**src/rtl/axi_lite_pkg.sv**
```systemverilog
// Shared AXI4-Lite definitions: response codes and the master-side FSM states.
package axi_lite_pkg;

    localparam logic [1:0] AXI_OKAY   = 2'b00;
    localparam logic [1:0] AXI_EXOKAY = 2'b01;
    localparam logic [1:0] AXI_SLVERR = 2'b10;
    localparam logic [1:0] AXI_DECERR = 2'b11;

    typedef enum logic [2:0] {
        IDLE    = 3'd0,
        WR_REQ  = 3'd1,
        WR_RESP = 3'd2,
        RD_REQ  = 3'd3,
        RD_RESP = 3'd4,
        RSP     = 3'd5
    } m_state_t;

endpackage : axi_lite_pkg

```
**src/rtl/simple2axi_master.sv**
```systemverilog
// AXI4-Lite initiator: turns one single-beat command at a time into an
// AXI4-Lite read or write, reports BRESP/RRESP and aborts hung transfers.
module simple2axi_master
    import axi_lite_pkg::*;
#(
    parameter int          TIMEOUT       = 256,
    parameter logic [31:0] TIMEOUT_RDATA = 32'hDEAD_BEEF
) (
    input  logic        clk,
    input  logic        rst_n,
    // command side
    input  logic        cmd_valid,
    output logic        cmd_ready,
    input  logic        cmd_write,
    input  logic [31:0] cmd_addr,
    input  logic [31:0] cmd_wdata,
    input  logic [3:0]  cmd_wstrb,
    // response side
    output logic        rsp_valid,
    input  logic        rsp_ready,
    output logic [31:0] rsp_rdata,
    output logic [1:0]  rsp_resp,
    output logic        rsp_timeout,
    // AXI4-Lite write address
    output logic        m_awvalid,
    input  logic        m_awready,
    output logic [31:0] m_awaddr,
    // AXI4-Lite write data
    output logic        m_wvalid,
    input  logic        m_wready,
    output logic [31:0] m_wdata,
    output logic [3:0]  m_wstrb,
    // AXI4-Lite write response
    input  logic        m_bvalid,
    output logic        m_bready,
    input  logic [1:0]  m_bresp,
    // AXI4-Lite read address
    output logic        m_arvalid,
    input  logic        m_arready,
    output logic [31:0] m_araddr,
    // AXI4-Lite read data
    input  logic        m_rvalid,
    output logic        m_rready,
    input  logic [31:0] m_rdata,
    input  logic [1:0]  m_rresp
);

    // A zero TIMEOUT disables the counter; keep it one bit wide so it still elaborates.
    localparam int CNT_W = (TIMEOUT > 0) ? $clog2(TIMEOUT + 1) : 1;

    m_state_t           state_q,   state_d;
    logic [31:0]        addr_q,    addr_d;
    logic [31:0]        wdata_q,   wdata_d;
    logic [3:0]         wstrb_q,   wstrb_d;
    logic [31:0]        rdata_q,   rdata_d;
    logic [1:0]         resp_q,    resp_d;
    logic               timeout_q, timeout_d;
    logic               awvalid_q, awvalid_d;
    logic               wvalid_q,  wvalid_d;
    logic               aw_done_q, aw_done_d;
    logic               w_done_q,  w_done_d;
    logic [CNT_W-1:0]   cnt_q,     cnt_d;

    logic aw_hs, w_hs, b_hs, ar_hs, r_hs, any_hs;
    logic busy, timeout_hit, to_fire;

    // State and datapath registers; reset drops every valid immediately.
    // NOTE: sequential state uses non-blocking (<=) so all flops update together at the edge.
    always_ff @(posedge clk or negedge rst_n) begin
        if (!rst_n) begin
            state_q   <= IDLE;
            addr_q    <= '0;
            wdata_q   <= '0;
            wstrb_q   <= '0;
            rdata_q   <= '0;
            resp_q    <= AXI_OKAY;
            timeout_q <= 1'b0;
            awvalid_q <= 1'b0;
            wvalid_q  <= 1'b0;
            aw_done_q <= 1'b0;
            w_done_q  <= 1'b0;
            cnt_q     <= '0;
        end else begin
            state_q   <= state_d;
            addr_q    <= addr_d;
            wdata_q   <= wdata_d;
            wstrb_q   <= wstrb_d;
            rdata_q   <= rdata_d;
            resp_q    <= resp_d;
            timeout_q <= timeout_d;
            awvalid_q <= awvalid_d;
            wvalid_q  <= wvalid_d;
            aw_done_q <= aw_done_d;
            w_done_q  <= w_done_d;
            cnt_q     <= cnt_d;
        end
    end

    // Next-state, handshake tracking, response capture and timeout abort.
    always_comb begin
        // NOTE: every signal gets its hold value first so no path leaves it unassigned (no latches).
        state_d   = state_q;
        addr_d    = addr_q;
        wdata_d   = wdata_q;
        wstrb_d   = wstrb_q;
        rdata_d   = rdata_q;
        resp_d    = resp_q;
        timeout_d = timeout_q;
        awvalid_d = awvalid_q;
        wvalid_d  = wvalid_q;
        aw_done_d = aw_done_q;
        w_done_d  = w_done_q;
        cnt_d     = cnt_q;

        aw_hs  = awvalid_q & m_awready;
        w_hs   = wvalid_q & m_wready;
        b_hs   = (state_q == WR_RESP) & m_bvalid;
        ar_hs  = (state_q == RD_REQ) & m_arready;
        r_hs   = (state_q == RD_RESP) & m_rvalid;
        any_hs = aw_hs | w_hs | b_hs | ar_hs | r_hs;

        busy = (state_q == WR_REQ) || (state_q == WR_RESP) ||
               (state_q == RD_REQ) || (state_q == RD_RESP);
        // Fires once the count would reach TIMEOUT-1; >= keeps it armed when a
        // partial write handshake deferred it by a cycle.
        timeout_hit = (TIMEOUT > 0) && busy && ((int'(cnt_q) + 1) >= (TIMEOUT - 1));
        // A handshake in the same cycle always wins over the timeout.
        to_fire = timeout_hit & ~any_hs;

        if (busy) begin
            cnt_d = cnt_q + 1'b1;
        end

        case (state_q)
            IDLE: begin
                if (cmd_valid) begin
                    addr_d    = cmd_addr;
                    wdata_d   = cmd_wdata;
                    wstrb_d   = cmd_wstrb;
                    cnt_d     = '0;
                    timeout_d = 1'b0;
                    aw_done_d = 1'b0;
                    w_done_d  = 1'b0;
                    if (cmd_write) begin
                        awvalid_d = 1'b1;
                        wvalid_d  = 1'b1;
                        state_d   = WR_REQ;
                    end else begin
                        state_d   = RD_REQ;
                    end
                end
            end
            WR_REQ: begin
                // AW and W complete independently; each valid drops after its own handshake.
                if (aw_hs) begin
                    awvalid_d = 1'b0;
                    aw_done_d = 1'b1;
                end
                if (w_hs) begin
                    wvalid_d = 1'b0;
                    w_done_d = 1'b1;
                end
                if ((aw_done_q | aw_hs) && (w_done_q | w_hs)) begin
                    state_d = WR_RESP;
                end
            end
            WR_RESP: begin
                if (b_hs) begin
                    resp_d  = m_bresp;
                    rdata_d = '0;
                    state_d = RSP;
                end
            end
            RD_REQ: begin
                if (ar_hs) begin
                    state_d = RD_RESP;
                end
            end
            RD_RESP: begin
                if (r_hs) begin
                    rdata_d = m_rdata;
                    resp_d  = m_rresp;
                    state_d = RSP;
                end
            end
            RSP: begin
                if (rsp_ready) begin
                    state_d = IDLE;
                end
            end
            default: begin
                state_d = IDLE;
            end
        endcase

        // Abort: leaving the busy states drops every request valid and ready.
        if (to_fire) begin
            awvalid_d = 1'b0;
            wvalid_d  = 1'b0;
            resp_d    = AXI_SLVERR;
            timeout_d = 1'b1;
            rdata_d   = ((state_q == RD_REQ) || (state_q == RD_RESP)) ? TIMEOUT_RDATA : 32'h0;
            state_d   = RSP;
        end
    end

    // Handshake strobes decode from state or come straight from flops.
    assign cmd_ready   = (state_q == IDLE);
    assign rsp_valid   = (state_q == RSP);
    assign rsp_rdata   = rdata_q;
    assign rsp_resp    = resp_q;
    assign rsp_timeout = timeout_q;

    assign m_awvalid = awvalid_q;
    assign m_awaddr  = addr_q;
    assign m_wvalid  = wvalid_q;
    assign m_wdata   = wdata_q;
    assign m_wstrb   = wstrb_q;
    assign m_bready  = (state_q == WR_RESP);
    assign m_arvalid = (state_q == RD_REQ);
    assign m_araddr  = addr_q;
    assign m_rready  = (state_q == RD_RESP);

endmodule : simple2axi_master

```
**config.mk**
```make
export PLATFORM = sky130hd
export DESIGN_NAME = simple2axi_master
export DESIGN_NICKNAME = d
export VERILOG_FILES = /design/src/rtl/axi_lite_pkg.sv /design/src/rtl/simple2axi_master.sv
export SDC_FILE = /design/constraint.sdc
export NUM_CORES = 1
export LEC_CHECK = 0
export BUFFER_PORTS_ARGS = -buffer_cell sky130_fd_sc_hd__buf_2
export CORE_ASPECT_RATIO = 0.8
export CORE_MARGIN = 3
export CORE_UTILIZATION = 47
export CTS_CLUSTER_DIAMETER = 30
export DETAILED_ROUTE_END_ITERATION = 12
export GPL_TIMING_DRIVEN = 0
export PLACE_DENSITY = 0.81
export SETUP_SLACK_MARGIN = 0.05
export SLEW_MARGIN = 10
export SYNTH_ARGS = -nofsm -noshare
export SYNTH_HDL_FRONTEND = slang
export SYNTH_SLANG_ARGS = --single-unit
```
**constraint.sdc**
```tcl
create_clock -name clk -period 2.72 [get_ports clk]
set_clock_uncertainty 0.2 [all_clocks]
set_input_delay 0.408 -clock clk [delete_from_list [all_inputs] [get_ports clk]]
set_output_delay 0.408 -clock clk [all_outputs]
set_load 0.05 [all_outputs]
```
==> run_results.csv <==
group,metric,value,unit
layout,drive_gt1_share,37.6,%
layout,final_cell_mix,"258 x buf_2, 225 x nand2_1, 118 x dfrtp_1",
route,ant_nets,0,
global_route,antenna_found_initial,0,
logic_synthesis,yosys.area_share.simple,20.6,%
route,vias_per_cell,4.98,
floorplanning,fp.dieW,126,um
timing,drv_slew,0,
critical_path,crit_arrival,2640,ps
route,routed.top_layer,"met4",
timing,finalCriticalPeriod,2560,ps
global_route,grt_util_all_layers,26.5,%
critical_path,start_kind,"register",
layout,n_antenna_cell,0,
logic_synthesis,synthAdderAreaFrac,0.465,%
pwr,switching_share,51.7,%
logic_synthesis,synthesis.nets,692,
floorplanning,io_pins,256,
logic_synthesis,synth_top_family_by_area,"simple AND/OR/NAND/NOR gates",
placement,place_congestion,0.825,
route,num_vias,5345,
logic_synthesis,seq_area_frac_synth,55.3,%
layout,nNetsFinal,1032,
logic_synthesis,synthArstFlopShare,100,%
pwr,ir_worst_vdd,0.00109,V
placement,portBuffers,255,
logic_synthesis,synth_xor_area_share,1.79,%
logic_synthesis,avgSynthCellArea,9.35,um2
placement,dp.cells,976,
critical_path,r2r-start,"state_q[2]",
layout,fin_cells,1073,
floorplanning,std_cell_rows,34,
logic_synthesis,synth_edf_count,0,
timing,fin_crit_sh,94.1,%
route,drt-met1-wl,6.56,mm
layout,layout_commonest_cell,"buf_2",
logic_synthesis,synth.area.mux_share,0.999,%
critical_path,worstSetupPathType,"register to register",
pwr,p_int,0.00614,W
global_route,grt_pass1_vias,5415,
pwr,p_clk_share,19.8,%
clock_network,cts_tree,"yes",
route,wl_met2,8.55,mm
pwr,p_leak,4.61,nW
critical_path,worstPathRequired,2800,ps
pwr,p_per_area,1540,nW/um2
route,drtIter0Drc,410,
clock_network,clockBufferDepth,2,
route,wl_met3,1.15,mm
outcome,status,"completed",
global_route,grt_max_degree,84,
critical_path,crit_path_end_kind,"register",
logic_synthesis,yosys_warnings,0,
pwr,pwr-share-comb,55.5,%
floorplanning,initial_core_util,48.9,%
logic_synthesis,synthFlopType,"dfrtp_1",
placement,dpl.hpwl,10.9,mm
floorplanning,coreArea,11000,um2
global_route,grt_pass1_wl,26.7,mm
logic_synthesis,synthesis.area,5390,um2
logic_synthesis,synth_cells,576,
clock_network,numCtsBuffers,17,
global_route,overflow,0,
flow_run,drv_cap,0,
pwr,p_sw,0.00657,W
timing,setup_violations,0,
timing,worst-slew-pin-transition,587,ps
floorplanning,die_h,102,um
layout,area_growth,53.1,%
clock_network,clk_latency,410,ps
clock_network,clkSinkCount,119,
timing,max_slew_margin,60.7,%
critical_path,path_max_fanout,10,
clock_network,cts-root-buf,"clkbuf_16",
worst_hold_path,hp-class,"input pin to register",
logic_synthesis,ys_ff_latch,119,
clock_network,clkSlewWorstSetupHoldPaths,60,ps
logic_synthesis,synth-compound-area-share,12.8,%
route,dr.pass1.iters,5,
clock_network,htreeDepth,4,
pwr,p_seq_share,24.7,%
route,post-route-drc-count,0,
timing,rsz0062_at_grt,"yes",
logic_synthesis,synth.distinct_cells,48,
critical_path,crit_path_start,"state_q[2]",
timing,whs,13.3,ps
timing,hold_viol_final,0,
route,totalWireLength,16.8,mm
route,wl_per_cell,15.6,um
timing,max_freq,391,MHz
worst_hold_path,min_from,"cmd_wstrb[1]",
floorplanning,dieArea,12800,um2
## Yosys cell counts (all sizes together), types with 4 or more instances
master	n	share of area (%)
dfrtp	119	55
o21ai	12	1.1
buf	45	5.6
inv	14	0.98
nor2	17	1.2
o211a	24	4.5
nand2	225	16
xnor2	7	1.1
clkbuf	23	1.6
xor2	4	0.65
nor3	4	0.46
nand3	5	0.46
a21o	26	3.6
a21oi	7	0.65
## registers in the layout, indices dropped and copies added, names as in the netlist
signal / flops
m_araddr: 32
state_q: 3
rsp_timeout: 1
rsp_resp: 2
rsp_rdata: 32
w_done_q: 1
cnt_q: 9
aw_done_q: 1
m_wdata: 32
m_wstrb: 4
m_wvalid: 1
m_awvalid: 1
## layout make-up
type | instances | area [um2]
clock buffers | 19 | 453
plain buffers | 68 | 408
fillers | 748 | 2770
repair buffers | 321 | 1960
well taps | 144 | 180
clock inverters | 13 | 218
multi-input cells | 375 | 2000
inverters | 14 | 52.6
flip-flops and latches | 119 | 2980
## cells by family after synthesis
family / Yosys count
mux: 5
fa+ha+maj: 2
buf+inv: 82
xor+xnor: 11
simple gates: 272
flops: 119
compound gates: 85
## path summary, 6_finish.rpt
path                                 endpoint  cells past startpoint  slack [ps]
worst max-delay path            rsp_rdata[31]                     10         160
worst min-delay path               m_wstrb[1]                      3          10
worst max register to register  rsp_rdata[31]                     10         160
worst min register to register    m_wdata[22]                      2         270
max in group asynchronous            cnt_q[1]                      3        1310
min in group asynchronous        m_araddr[22]                      2         270
## worst max-delay path: stages, from the launching register on
cell,delay (ps)
dfrtp_1,360
buf_4,170
nor4bb_2,180
buf_4,150
a31oi_4,180
and4_1,220
a41oi_2,180
or3_1,340
buf_4,160
buf_4,170
o211a_1,130
## timing repair
item | 4_1_cts | 5_1_grt
hold endpoints to repair | 97 | 0
gates resized for setup | 4 | 20
hold buffers | 62 | 0
setup buffers | 2 | 1
setup endpoints to repair | 13 | 65
pin swaps | 1 | 3
## power groups by stage
stage                     registers (W)  logic (W)  clock network, W
after floorplan                 0.00561    0.00275                 0
after global placement          0.00310    0.00678                 0
after detailed placement        0.00310    0.00688                 0
after CTS                       0.00311    0.00698           0.00255
after global routing            0.00324    0.00745           0.00263
final                           0.00314    0.00706           0.00251
## through the flow
step	TNS (ps)	setup WS, ps	util [%]	total power, W	area [um2]
4_1_cts	0	71.4	74.4	0.0126	8200
6_report	0	161	74.8	0.0127	8250
5_1_grt	0	45.2	74.8	0.0133	8250
2_1_floorplan	0	128	-	0.00837	5390
3_5_place_dp	0	11.6	62.5	0.00999	6880
3_3_place_gp	-52920	-452	62.2	0.00987	6850
## layer usage
metal  vias up  global-route usage (%)
met5         -                       0
met1      2544                    31.4
met4         0                    13.7
li1       2533                       -
met3        44                    6.59
met2       224                    45.3
(Power assumes the default switching activity.)
